==> src/rtl/water_fill_controller.sv <==
// ---------------------------------------------------------------------------
// water_fill_controller: latches a fill target, opens the inlet valve, counts
// flow-meter pulses, settles, then pulses fill_done. Rev 1.0
// ---------------------------------------------------------------------------
`default_nettype none

module water_fill_controller #(
  parameter int TIMEOUT_CYCLES = 50,
  parameter int SETTLE_CYCLES  = 10,
  parameter int MAX_LEVEL      = 1000
) (
  input  logic       clk,
  input  logic       reset,
  input  logic       start,
  input  logic       abort,
  input  logic       clear_fault,
  input  logic [9:0] water_level,
  input  logic       flow_pulse,
  output logic       inlet_valve,
  output logic       busy,
  output logic       fill_done,
  output logic       fill_fault,
  output logic [9:0] filled_volume
);

  localparam int TW = (TIMEOUT_CYCLES > 1) ? $clog2(TIMEOUT_CYCLES) : 1;
  localparam int SW = (SETTLE_CYCLES > 1) ? $clog2(SETTLE_CYCLES) : 1;
  localparam logic [9:0]    C_MAX_LEVEL = 10'(MAX_LEVEL);
  localparam logic [TW-1:0] C_TO_LAST   = TW'(TIMEOUT_CYCLES - 1);
  localparam logic [SW-1:0] C_ST_LAST   = SW'(SETTLE_CYCLES - 1);

  typedef enum logic [2:0] {
    S_IDLE   = 3'd0,
    S_FILL   = 3'd1,
    S_SETTLE = 3'd2,
    S_DONE   = 3'd3,
    S_FAULT  = 3'd4
  } state_t;

  state_t        state_q, state_d;
  logic [9:0]    target_q, target_d;
  logic [9:0]    volume_q, volume_d;
  logic [TW-1:0] timeout_q, timeout_d;
  logic [SW-1:0] settle_q, settle_d;
  logic          flow_prev_q;
  logic          valve_q, busy_q, done_q, fault_q;

  logic          w_edge;
  logic [9:0]    w_vol_inc;
  logic [9:0]    w_clamped;
  logic          w_reached;

  assign w_edge    = flow_pulse & ~flow_prev_q;
  assign w_vol_inc = (volume_q == 10'h3FF) ? volume_q : volume_q + 10'd1;
  assign w_clamped = (water_level > C_MAX_LEVEL) ? C_MAX_LEVEL : water_level;
  // Compare in 11 bits so volume 1023 + 1 cannot wrap below the target.
  assign w_reached = ({1'b0, volume_q} + 11'd1) >= {1'b0, target_q};

  always_comb begin
    state_d   = state_q;
    target_d  = target_q;
    volume_d  = volume_q;
    timeout_d = timeout_q;
    settle_d  = '0;
    case (state_q)
      S_IDLE: begin
        if (start) begin
          target_d  = w_clamped;
          volume_d  = '0;
          timeout_d = '0;
          state_d   = (w_clamped == 10'd0) ? S_DONE : S_FILL;
        end
      end
      S_FILL: begin
        if (w_edge) begin
          volume_d  = w_vol_inc;
          timeout_d = '0;
        end else begin
          timeout_d = timeout_q + 1'b1;
        end
        if (abort) begin
          state_d = S_IDLE;
        end else if (w_edge && w_reached) begin
          state_d = S_SETTLE;
        end else if (!w_edge && (timeout_q == C_TO_LAST)) begin
          state_d = S_FAULT;
        end
      end
      S_SETTLE: begin
        // Overshoot after the valve closes is still metered.
        if (w_edge) begin
          volume_d = w_vol_inc;
        end
        if (abort) begin
          state_d = S_IDLE;
        end else if (settle_q == C_ST_LAST) begin
          state_d = S_DONE;
        end else begin
          settle_d = settle_q + 1'b1;
        end
      end
      S_DONE: begin
        state_d = S_IDLE;
      end
      S_FAULT: begin
        if (clear_fault) begin
          state_d = S_IDLE;
        end
      end
      default: begin
        state_d = S_IDLE;
      end
    endcase
  end

  // Outputs are registered from the next state so they track state_q exactly.
  always_ff @(posedge clk) begin
    if (reset) begin
      state_q     <= S_IDLE;
      target_q    <= '0;
      volume_q    <= '0;
      timeout_q   <= '0;
      settle_q    <= '0;
      flow_prev_q <= 1'b0;
      valve_q     <= 1'b0;
      busy_q      <= 1'b0;
      done_q      <= 1'b0;
      fault_q     <= 1'b0;
    end else begin
      state_q     <= state_d;
      target_q    <= target_d;
      volume_q    <= volume_d;
      timeout_q   <= timeout_d;
      settle_q    <= settle_d;
      flow_prev_q <= flow_pulse;
      valve_q     <= (state_d == S_FILL);
      busy_q      <= (state_d == S_FILL) || (state_d == S_SETTLE);
      done_q      <= (state_d == S_DONE);
      fault_q     <= (state_d == S_FAULT);
    end
  end

  assign inlet_valve   = valve_q;
  assign busy          = busy_q;
  assign fill_done     = done_q;
  assign fill_fault    = fault_q;
  assign filled_volume = volume_q;

endmodule

`default_nettype wire
==> config.mk <==
export PLATFORM = sky130hd
export DESIGN_NAME = water_fill_controller
export DESIGN_NICKNAME = d
export VERILOG_FILES = /design/src/rtl/water_fill_controller.sv
export SDC_FILE = /design/constraint.sdc
export NUM_CORES = 1
export LEC_CHECK = 0
export BUFFER_PORTS_ARGS = -buffer_cell sky130_fd_sc_hd__buf_2
export CORE_MARGIN = 2
export CORE_UTILIZATION = 45
export CTS_CLUSTER_DIAMETER = 40
export CTS_CLUSTER_SIZE = 12
export DETAILED_ROUTE_END_ITERATION = 8
export HOLD_SLACK_MARGIN = 0.03
export PLACE_DENSITY = 0.69
export SETUP_SLACK_MARGIN = 0.5
export SLEW_MARGIN = 20
export SYNTH_ARGS = -nofsm -noshare
export SYNTH_HDL_FRONTEND = slang
export SYNTH_SLANG_ARGS = --single-unit
==> constraint.sdc <==
create_clock -name clk -period 3.8 [get_ports clk]
set_input_delay 0.38 -clock clk [delete_from_list [all_inputs] [get_ports clk]]
set_output_delay 0.38 -clock clk [all_outputs]
set_load 0.005 [all_outputs]
# Word-level counts from Yosys, hierarchy flattened
# Index checks and enable logic that the tools add are counted.
[totals]
wordCells = 62
output_inout_bits = 14
register_bits = 38
inputBits = 16
[classes]
magnitude_cmp = 2
n_eq_ne = 13
mux = 17
bitwise = 3
n_reduce_logical = 13
add_sub_neg = 4
[ops]
columns = ["cell", "count"]
rows = [
  ["10-bit two-way mux", 4],
  ["3-bit two-way mux", 7],
  ["10-bit one-hot mux with 2 select lines", 1],
  ["6-bit two-way mux", 2],
  ["3-bit one-hot mux with 4 select lines", 1],
  ["6-bit one-hot mux with 2 select lines", 1],
  ["10-bit by 1-bit adder with 11-bit output, second input constant", 1],
  ["11-bit by 10-bit >= comparator with 1-bit output", 1],
  ["10-bit by 1-bit adder with 10-bit output, second input constant", 1],
  ["10-bit equality test, second input constant", 1],
  ["10-bit > comparator, second input constant", 1],
  ["10-bit zero test", 1],
  ["3-bit by 2-bit equality test with 1-bit output, second input constant", 3],
  ["6-bit by 1-bit adder with 6-bit output, second input constant", 1],
  ["3-bit by 1-bit equality test with 1-bit output, second input constant", 2],
  ["3-bit equality test, second input constant", 2],
  ["6-bit equality test, second input constant", 1],
  ["4-bit by 1-bit adder with 4-bit output, second input constant", 1],
  ["4-bit equality test, second input constant", 1],
  ["2-bit != test, second input constant", 2],
  ["2-bit AND reduction", 2],
  ["4-bit AND reduction", 1],
  ["2-bit nonzero test", 2],
  ["4-bit OR reduction", 1],
  ["9 further kinds", 11],
]

# Depth between registers and ports, before layout
# Gate-level depths: netlist of run 1.
[logic_depth]
word_depth = 10
ltp_mapped = 12

# Worst setup path after synthesis of run 1
# No wires, ideal clock.
[synth_timing]
kind = "register -> register"
startpoint = "register volume_q[0] (netlist: filled_volume[0])"
endpoint = "register done_q (netlist: fill_done)"
path_stages_with_launch = 13
period_less_slack_ns = 2.480
setup_slack_ns = 1.320
setup_time_ns = 0.114
t_arrival_ns = 2.366
required_ns = 3.686
cell_sequence = "dfxtp_1 > ha_1 > nand2_1 > nor2_4 > and3_1 > xor2_1 > ha_1 > nand3_1 > a21oi_1 > a41oi_1 > o21ai_0 > a21oi_1 > and2b_1"
[synth_between]
elab_chain_len = 7
[synth_rtl]
columns = ["item", "line", "rtl"]
rows = [
  ["start: declaration", "42", "logic [9:0] volume_q, volume_d;"],
  ["start signal: assignment", "132", "volume_q <= volume_d;"],
  ["10-bit by 1-bit adder with 11-bit output", "57", "assign w_reached = ({1'b0, volume_q} + 11'd1) >= {1'b0, target_q};"],
  ["11-bit by 10-bit >= comparator with 1-bit output", "57", ""],
  ["1-bit logical AND", "83", "end else if (w_edge && w_reached) begin"],
  ["3-bit two-way mux", "83", ""],
  ["3-bit two-way mux", "81", "if (abort) begin"],
  ["3-bit one-hot mux with 4 select lines", "65", "case (state_q)"],
  ["3-bit by 2-bit equality test with 1-bit output", "138", "done_q <= (state_d == S_DONE);"],
  ["end signal: assignment", "138", ""],
  ["end: declaration", "46", "logic valve_q, busy_q, done_q, fault_q;"],
]
# Every way passes these cells.
# A chain may end at the register's enable or synchronous reset.

# Final worst setup path of run 1
# Same ends and word-level chain as after synthesis.

==> impl_results.md, run 1 <==
- Post-CTS Resized: 0
- Antenna Violating Nets Remaining: 0
- Vias: 1719
- Root Buffer Master: clkbuf_8
- RSZ-0062 raised after global routing: false
- Pwr/cell area: 362.5 nW/µm²
- Clock sink total: 38
- Core Util, Final: 53.50%
- Width of the die: approximately 71 µm
- Post-Syn Area: ~2000 µm²
- Initial Utilization: a little under half
- Layout area overhead: 15.33%
- Clk slew on worst S/H paths: 0.07 ns
- Final Setup Violations: 0
- Clock Power Share: between 30% and 40%
- Worst setup EP type: register
- CP required: about 4.0 ns
- Hold slack: slightly above 0.3 ns
- Leading area contributor after synthesis: dfxtp_1
- Post-CTS Setup Repair Bufs: 0
- Setup_tns: 0 ns
- Nets: about 310
- Average size of a mapped cell: 8.231 µm²
- Max Root-Sink Buffers: 2
- Slew Limit Fails: 0
- Placed inst area: between 2000 and 2500 µm²
- Net Switching: slightly above 0.2 mW
- Chip Height: between 70 and 80 µm
- Worst Skew: 0.004200 ns
- I/O pins: 30
- Ys flop type: dfxtp_1
- CP arrival: approximately 3.0 ns
- Seq/Total Area, Yosys: 38.19%
- Worst slew pin tran: about 1.0 ns
- Final Cycle Share: 73.39%
- First drt pass iteration count: 5
- Peak Freq: between 300 and 400 MHz
- LEAKAGE: 0.9715 nW
- Async set-reset flop share out of synthesis: 0%
- Tmin final: about 2.8 ns
- Seq cells post-synth: 38
- Synthesized instance count: ~240
- Hold WC Path Type: input pin to register
- Hold Vio Cnt, Final: 0
- Final WL: approximately 4300 µm
- Vias per cell: 5.257
- Synth cell types: around 40
- Synth top cells by count: dfxtp_1, nor2_1, a21oi_1, nand2_1, nand3_1
- Largest net degree at the start of global routing: 32
- Antenna Diode Count: 0
- Worst rel slew slack: around 33%
- Mapped Nets: around 270
- Initial DRC count: 86
- Internal power: 0.6261 mW
- Top-count cell post-synth: dfxtp_1
- Switching Share: 24.81%
- Total CTS buffers: 5
- Synth top area share: between 30% and 40%
- Number of port buffers: 29
- Ranking of synthesized cells by area: dfxtp_1, ha_1, a21oi_1
- Fin area: 2297 µm²
- Layout Cells excl Fill: about 330
- Max rail drop VDD: between 0.1 and 0.15 mV
- HPWL Detailed: ~3100 µm
- Post-Place Cells: approximately 320
- Number of synthesized flops with an enable pin: 0
- Comb power frac: between 10% and 20%
- Seq pwr share: around 50%
- DIE AREA: 4974 µm²
- Max H-tree Level: 2
- Vias in the first global route: 1578
- Placer Congestion: a little over 0.8
- First-pass GRT wire length: just over 7000 µm
- Worst-Skew Late Latency: roughly 0.3 ns
- Max-Cap Viols: 0
- Critical Path Fanout Max: 6
- Setup crit start kind: register
- Core Box Area: about 4300 µm²
- Pre-CTS setup slack: 1.030 ns
- DRC Markers: 0
- Tot GR Track Use: a little under a fifth
- Hold_buf cts: 0
- Initial antenna violation count: 0
- Share of post-route cells with drive strength above 1: between 10% and 20%
- CTS tree: built
- Power Total: between 0.8 and 0.9 mW
- Drt wl/cell: around 13 µm
- Final setup margin: a little over 1 ns
- Yosys warns: 0
- Row Count: 24
- Total gr overflow: 0
- Critical path type: register to register
- Status: completed
-- cells by family after synthesis --
logic type      Yosys count  synth area share [%]
flops                    38                 38.19
simple gates            109                 28.20
fa+ha+maj                15                 9.422
xor+xnor                 10                 4.397
compound gates           53                 16.27
buf+inv                  16                 3.015
mux                       1                0.5025
-- cell usage in the layout (no fill, tap or decap), types with 2 or more instances in the layout --
master and instances:
nor2b_1 6, a21oi_1 28, o21ai_0 11, nand2_1 22, inv_1 12, nand2b_1 4, clkbuf_8 8, or3_1 3
ha_1 15, nand3b_1 3, a22oi_1 5, nand4_1 2, and3_1 5, nor2_1 30, nand3_1 17, dfxtp_1 38
xor2_1 5, xnor2_1 5, or3b_2 2, nor3_1 4, buf_2 29
-- final cells by class --
cell class / count / area [µm²]
multi-input combinational: 188 / 1171
sequential: 38 / 760.7
inverter: 12 / 45.04
timing repair buffer: 29 / 145.1
fill: 414 / 1997
tap: 52 / 65.06
clock buffer: 8 / 110.1
-- worst paths after layout --
kind | startpoint | end | slack [ns] | cells past startpoint
max | filled_volume[0]$_SDFFE_PP0P_ | fill_done$_SDFF_PP0_ | 1.01 | 12
min | flow_pulse | flow_prev_q$_SDFF_PP0_ | 0.31 | 2
max reg2reg | filled_volume[0]$_SDFFE_PP0P_ | fill_done$_SDFF_PP0_ | 1.01 | 12
min reg2reg | target_q[6]$_SDFFE_PP0P_ | target_q[6]$_SDFFE_PP0P_ | 0.46 | 2
-- critical path, cell delays in order, from the launching register on --
cell and delay (ns):
dfxtp_1 0.43, ha_1 0.29, nand2_1 0.11, nor2_4 0.19, and3_1 0.24, xor2_1 0.17, ha_1 0.26, nand3_1 0.07
a21oi_1 0.06, a41oi_1 0.24, o21ai_0 0.14, a21oi_1 0.28, and2b_1 0.21
-- sequential cells by signal, indices dropped and copies added, names as in the netlist --
signal,count
flow_prev_q,1
filled_volume,10
busy,1
target_q,10
fill_done,1
timeout_q,6
state_q,3
inlet_valve,1
fill_fault,1
settle_q,4
-- layer usage --
layer	global-route usage (%)	part of all wire, %	vias up
li1	-	-	906
met1	25.02	51	772
met2	26.62	42	31
met3	4.416	3.8	10
met4	9.644	2.9	0
met5	0	0	-
-- power by group through the flow --
stage               sequential [mW]  combinational [mW]  clock [mW]
floorplan                     0.425              0.0592           0
finish                        0.417              0.0888       0.327
CTS                           0.417              0.0888       0.335
global route                  0.419               0.101       0.348
global placement              0.425              0.0873           0
detailed placement            0.426              0.0881           0
(Power assumes the default switching activity.)
==> run 2, diff against run 1 <==
--- a/config.mk
+++ b/config.mk
@@ -5,6 +5,7 @@
 export SDC_FILE = /design/constraint.sdc
 export NUM_CORES = 1
 export LEC_CHECK = 0
+export ABC_AREA = 1
 export BUFFER_PORTS_ARGS = -buffer_cell sky130_fd_sc_hd__buf_2
 export CORE_MARGIN = 2
 export CORE_UTILIZATION = 45
@@ -12,7 +13,7 @@
 export CTS_CLUSTER_SIZE = 12
 export DETAILED_ROUTE_END_ITERATION = 8
 export HOLD_SLACK_MARGIN = 0.03
-export PLACE_DENSITY = 0.69
+export PLACE_DENSITY = 0.72
 export SETUP_SLACK_MARGIN = 0.5
 export SLEW_MARGIN = 20
 export SYNTH_ARGS = -nofsm -noshare
==> constraint.sdc (replaced) <==
create_clock -name clk -period 2.3 [get_ports clk]
set_input_delay 0.23 -clock clk [delete_from_list [all_inputs] [get_ports clk]]
set_output_delay 0.23 -clock clk [all_outputs]
set_load 0.005 [all_outputs]
==> run 2 against run 1 <==
Clock power is 39% higher. Synthesized cell count is 22% higher. Sequential share of layout area is 3.4 points lower. Power is 59% higher. Highest routed layer unchanged. Cell area is 14% higher. Clock skew is 0.0024 ns higher. Core utilization is 5.3 points higher. Count of clock-buffer cells in the layout is 1 lower. Synthesized area is 6.0% higher. Global-route usage is 0.83 points higher. Maximum frequency is 23% higher. Flip-flop and latch count stayed put.
==> impl_results.md, run 2 <==
- Seq pwr share: around half
- Synth top cells by count: nand2_1, inv_1, nor2_1, dfxtp_1, a21oi_1
- Core Box Area: about 4400 µm²
- Worst rel slew slack: 77.33%
- Vias per cell: about 5.0
- Grt peak-use layer: met2
- Tmin final: between 2 and 2.5 ns
- GRT met1 Usage: 23.69%
- RSZ-0062 raised after global routing: true
- Placer Congestion: around 0.88
- Chip Height: between 70 and 80 µm
- Row Count: 24
- CP delay by family, top: simple AND/OR/NAND/NOR gates
- Leading area contributor after synthesis: dfxtp_1
- Pre-CTS setup slack: -0.01185 ns
- Number of synthesized flops with an enable pin: 0
- Peak Freq: about 440 MHz
- Synth cell types: 32
- Max Root-Sink Buffers: 2
- CTS tree: built
- Hold WC Path Type: input pin to register
- Routing usage on met3: 3.750%
- HPWL Detailed: roughly 3300 µm
- Hold slack: 0.1464 ns
- I/O pins: 30
- Worst slew pin tran: approximately 0.34 ns
- Hold Vio Cnt, Final: 0
- DIE AREA: 5258 µm²
- Final setup margin: 0.02873 ns
- First-pass GRT wire length: roughly 8000 µm
- Tot GR Track Use: 19.07%
- Largest net degree at the start of global routing: 28
- Placed inst area: ~2400 µm²
- Total gr overflow: 0
- Layout area overhead: 23.70%
- Post-Syn Area: roughly 2100 µm²
- Final Setup Violations: 0
- Worst setup EP type: register
- Nets: 370
- Worst Path Buf+Inv: 2
- Hold_buf cts: 0
- Internal power: roughly 0.96 mW
- Initial antenna violation count: 0
- Synthesized instance count: slightly below 300
- Worst-Skew Late Latency: roughly 0.29 ns
- Yosys warns: 0
- Vias in the first global route: between 1500 and 2000
- Fin area: about 2600 µm²
- Final Cycle Share: 98.75%
- Ranking of synthesized cells by area: dfxtp_1, nand2_1, ha_1
- Average size of a mapped cell: 7.135 µm²
- Antenna Diode Count: 0
- Clock sink total: 38
- CP max stage delay: approximately 0.38 ns
- Worst Skew: roughly 0.0066 ns
- Share of post-route cells with drive strength above 1: a little over a quarter
- Max H-tree Level: 2
- Max rail drop VDD: about 0.37 mV
- Crit path max-delay cell type: dfxtp_4
- Root Buffer Master: clkbuf_8
- Initial Utilization: a little under half
- Comb power frac: 14.0%
- Seq cells post-synth: 38
- Layout Cells excl Fill: 392
- LEAKAGE: approximately 1.3 nW
- First drt pass iteration count: 4
- Async set-reset flop share out of synthesis: 0%
- Status: completed
- Most common library cell in the layout ignoring fill and taps: nand2_1
- Met2 Usage GRT: around 33%
- Net Switching: roughly 0.37 mW
- Post-Place Cells: ~380
- DRC Markers: 0
- CP required: around 2.5 ns
- Number of port buffers: 29
- Critical path type: register to register
- Total CTS buffers: 5
- CP arrival: about 2.5 ns
- Seq/Total Area, Yosys: a little over a third
- Core Util, Final: between 50 and 60%
- Ys flop type: dfxtp_1
- Initial DRC count: 60
- Switching Share: around 28%
- Vias: between 1500 and 2000
- Final WL: between 4000 and 5000 µm
- Drt wl/cell: 11.80 µm
- Clock Power Share: 34.3%
- Critical Path Fanout Max: 3
- Top-count cell post-synth: nand2_1
- Mapped Nets: between 300 and 400
- Slew Limit Fails: 0
- CP Cell Sequence: ha_4 -> nand3_4 -> buf_4 -> xor2_1 -> ha_1 -> nand2_1 -> nand2_1 -> a21oi_1 -> nand2_1 -> nand2_1 -> nand2_2 -> nand2_4 -> nand3_2 -> nand3_2 -> clkinv_1 -> nand2_1 -> nor2_2
- Crit path top cell by count: nand2_1
- Max-Cap Viols: 0
- Setup crit start kind: register
- Clk slew on worst S/H paths: about 0.080 ns
- Synth top area share: between 30% and 40%
- Pwr/cell area: about 510 nW/µm²
- Antenna Violating Nets Remaining: 0
- Most frequent cells in the layout: nand2_1, inv_1, nor2_1
- Width of the die: a little over 70 µm
## run 2: cell types whose count changed after synthesis, moves of 4 or more
cell,before,now
a21oi_1,28,22
inv_1,12,44
nor2_1,30,41
nand3_1,17,9
a211oi_1,0,6
nand2_1,22,62
nand2b_1,4,0
and3_1,5,0
nor2b_1,6,0
nand2_2,0,8
## run 2: tightest hold or removal path, cell delays in order
cell and delay, ns:
buf_2 0.07, inv_1 0.03, nor2_1 0.07
## run 2: cell type report
type	instances	area [µm²]
Multi-Input combinational cell	207	1285
Inverter	47	176.4
Timing Repair Buffer	40	227.7
Fill cell	429	1832
Clock inverter	1	6.256
Sequential cell	38	775.7
Clock buffer	7	76.32
Tap cell	52	65.06
## run 2: power groups by stage
stage | clock, mW | sequential, mW | combinational, mW
floorplan | 0 | 0.701 | 0.124
global placement | 0 | 0.702 | 0.169
detailed placement | 0 | 0.702 | 0.171
CTS | 0.466 | 0.686 | 0.179
global route | 0.494 | 0.689 | 0.212
finish | 0.455 | 0.687 | 0.186
## run 2: through the flow
stage	TNS [ns]	power, mW
floorplan	0	0.8241
global placement	0	0.8711
detailed placement	-0.01185	0.8731
CTS	0	1.332
global route	-0.4960	1.395
finish	0	1.328
## run 2: path summary, 6_finish.rpt
check,startpoint,end,slack [ns],depth (start not counted)
min reg2reg,settle_q[0]$_SDFF_PP0_,settle_q[0]$_SDFF_PP0_,0.47,1
min,flow_pulse,flow_prev_q$_SDFF_PP0_,0.15,3
max reg2reg,filled_volume[1]$_SDFFE_PP0P_,busy$_SDFF_PP0_,0.03,17
max,filled_volume[1]$_SDFFE_PP0P_,busy$_SDFF_PP0_,0.03,17
## run 2: logic make-up (layout without fill, tap and decap cells)
logic type / Yosys count / in the layout / share of synthesized area (%)
adder cells (fa/ha/maj): 15 / 15 / 8.886
AND/OR/NAND/NOR: 134 / 135 / 28.14
flip-flops: 38 / 38 / 36.02
XOR/XNOR: 8 / 8 / 3.318
buffers and inverters: 52 / 95 / 9.656
AO/OA/AOI/OAI: 49 / 49 / 13.98
## run 2: repair_timing
item / CTS / global route
endpoints found under the setup margin: 7 / 16
gates resized for setup: 8 / 13
pin swaps: 8 / 8
setup buffers: 4 / 1
endpoints found under the hold margin: 0 / 0
gates cloned: 0 / 1
## run 2: metal layers
metal | up-vias | wire length (µm) | part of all wire, %
met5 | - | 0 | 0
met4 | 0 | 87 | 1.9
met3 | 8 | 132 | 2.9
met2 | 31 | 2250 | 49
met1 | 888 | 2155 | 47
li1 | 1029 | - | -
==> run 3, diff against run 2 <==
--- a/config.mk
+++ b/config.mk
@@ -8,12 +8,12 @@
 export ABC_AREA = 1
 export BUFFER_PORTS_ARGS = -buffer_cell sky130_fd_sc_hd__buf_2
 export CORE_MARGIN = 2
-export CORE_UTILIZATION = 45
+export CORE_UTILIZATION = 30
 export CTS_CLUSTER_DIAMETER = 40
 export CTS_CLUSTER_SIZE = 12
 export DETAILED_ROUTE_END_ITERATION = 8
 export HOLD_SLACK_MARGIN = 0.03
-export PLACE_DENSITY = 0.72
+export PLACE_DENSITY = 0.53
 export SETUP_SLACK_MARGIN = 0.5
 export SLEW_MARGIN = 20
 export SYNTH_ARGS = -nofsm -noshare
==> run 3 against run 2 <==
Non-clock buffer count up 2. Power up 17%. Critical path depth up 1. Setup slack worse by 0.039 ns. Final cell count up 11%. Worst hold slack about the same. Clock power up 47%. Flip-flop and latch count unchanged. Routed wire length up 4.1%. Core utilization down 18 points. Register-to-register slack worse by 0.04 ns. The run now ends with setup timing left. Die area up 47%.
==> impl_results.md, run 3 (synthesis results as in run 2) <==
- Status: finished with violations
- Failing checks: setup timing
- Max H-tree Level: 2
- Switching Share: between 20% and 30%
- Tot GR Track Use: between 10% and 20%
- Clock sink total: 38
- First-pass GRT wire length: 8411 µm
- Antenna Diode Count: 0
- Layout area overhead: 30.04%
- Initial DRC count: 70
- RSZ-0062 raised after global routing: true
- Number of port buffers: 29
- Most common library cell in the layout ignoring fill and taps: nand2_1
- First drt pass iteration count: 4
- Max Root-Sink Buffers: 2
- Power Total: approximately 1.6 mW
- Root Buffer Master: clkbuf_8
- Worst Skew: 0.007714 ns
- CP arrival: 2.55 ns
- Vias in the first global route: 1931
- CP required: between 2 and 3 ns
- Initial Utilization: ~31%
- Fin area: about 2700 µm²
- Largest net degree at the start of global routing: 28
- Max-Cap Viols: 0
- Peak Freq: 432.8 MHz
- Final Cycle Share: 100.5%
- CTS tree: built
- Nets: 371
- DRC Markers: 0
- Comb power frac: between 10% and 20%
- Pwr/cell area: roughly 570 nW/µm²
- Worst-Skew Late Latency: between 0.2 and 0.3 ns
- Core Box Area: between 6000 and 7000 µm²
- Hold_buf cts: 0
- Initial antenna violation count: 0
- Pre-CTS setup slack: -0.03249 ns
- Hold Path Depth: 3
- Row Count: 30
- Worst slew pin tran: 0.3849 ns
- Clk slew on worst S/H paths: 0.08 ns
- Total gr overflow: 0
- HPWL Detailed: between 3000 and 4000 µm
- Internal power: around 1.2 mW
- Critical path type: register to register
- Max rail drop VDD: around 0.26 mV
- Antenna Violating Nets Remaining: 0
- Hold Vio Cnt, Final: 0
- Total CTS buffers: 5
- I/O pins: 30
- Vias per cell: 4.382
- Hold WC Path Type: input pin to register
- Chip Height: a little under 90 µm
- Final setup margin: -0.01035 ns
- Slew Limit Fails: 0
- Post-Place Cells: approximately 420
- Placer Congestion: between 0.8 and 0.9
- Clock Power Share: about 43%
- Layout Cells excl Fill: roughly 440
- Placed inst area: 2445 µm²
- Width of the die: between 80 and 90 µm
- Net Switching: 0.3725 mW
- Hold slack: about 0.15 ns
- LEAKAGE: roughly 1.3 nW
- Worst rel slew slack: between 70% and 80%
- Share of post-route cells with drive strength above 1: between 20% and 30%
- Drt wl/cell: ~11 µm
- Most frequent cells in the layout: nand2_1, inv_1, nor2_1
- Vias: 1915
- Tmin final: between 2 and 2.5 ns
- Final Setup Violations: 2
- Filler cell count: around 740
- Worst setup EP type: register
- DIE AREA: between 7000 and 8000 µm²
- Worst r2r path cells: 18
- Critical Path Fanout Max: 3
- Seq pwr share: 44.2%
- Final WL: ~4800 µm
- Setup crit start kind: register
## run 3: cell count changes in the layout (fill, tap and decap cells not counted), sizes merged
| cell | before | now |
|---|---|---|
| buf | 40 | 42 |
| bufinv | 0 | 2 |
| clkbuf | 7 | 5 |
| clkinv | 1 | 2 |
| inv | 47 | 46 |
| nor2 | 46 | 45 |
## run 3: worst paths after layout
path                                               startpoint  slack, ns                  endpoint
worst min-delay path                               flow_pulse       0.15    flow_prev_q$_SDFF_PP0_
worst min register to register       target_q[5]$_SDFFE_PP0P_       0.47  target_q[5]$_SDFFE_PP0P_
worst max-delay path            filled_volume[0]$_SDFFE_PP0P_      -0.01           busy$_SDFF_PP0_
worst max register to register  filled_volume[0]$_SDFFE_PP0P_      -0.01           busy$_SDFF_PP0_
## run 3: worst max-delay path: stages, from the launching register on
cell,delay [ns]
dfxtp_4,0.38
ha_4,0.15
nand3_4,0.09
nor3_4,0.13
xor2_1,0.23
ha_1,0.28
nand2_1,0.06
nand2_1,0.06
a21oi_2,0.13
nand2_1,0.07
nor2_1,0.11
nand2_2,0.08
nand2_4,0.09
nand2_2,0.05
nand2_2,0.07
nand2_4,0.06
nand2_2,0.07
nand2_2,0.05
nor2_2,0.08
## run 3: final cells by class
class	instances	area, µm²	share of cell area, %
clock buffers	5	68.82	2.506
clock inverters	3	63.81	2.323
inverters	47	176.4	6.424
multi-input cells	206	1286	46.83
flip-flops and latches	38	775.7	28.25
well taps	96	120.1	4.374
repair buffers	42	255.2	9.294
## run 3: repair_timing
item                                   4_1_cts  5_1_grt
setup endpoints to repair                    9       16
pin swaps                                   19        9
setup buffers                                4        2
gates resized for setup                     15       12
endpoints found under the hold margin        0        0
## run 3: power by group through the flow
stage          clock, mW  sequential [mW]  combinational, mW
2_1_floorplan          0            0.701              0.124
3_3_place_gp           0            0.701              0.174
4_1_cts            0.698            0.686              0.185
3_5_place_dp           0            0.702              0.175
6_report           0.671            0.687              0.196
5_1_grt            0.732            0.689              0.226
## run 3: stage by stage
step / TNS (ns) / util [%]
finish: -0.01662 / 40.42
CTS: 0 / 39.39
detailed placement: -0.03249 / 35.99
global placement: -0.003557 / 35.99
global route: -0.9041 / 40.42
floorplan: 0 / -
## run 3: layer usage
| layer | share of wire, % | GRT usage, % | wire (µm) | up-vias |
|---|---|---|---|---|
| met1 | 43 | 15.98 | 2071 | 861 |
| met4 | 1.1 | 3.357 | 51 | 0 |
| met3 | 2.9 | 4.147 | 139 | 5 |
| li1 | - | - | - | 1029 |
| met2 | 53 | 25.55 | 2552 | 20 |
| met5 | 0 | 0 | 0 | - |
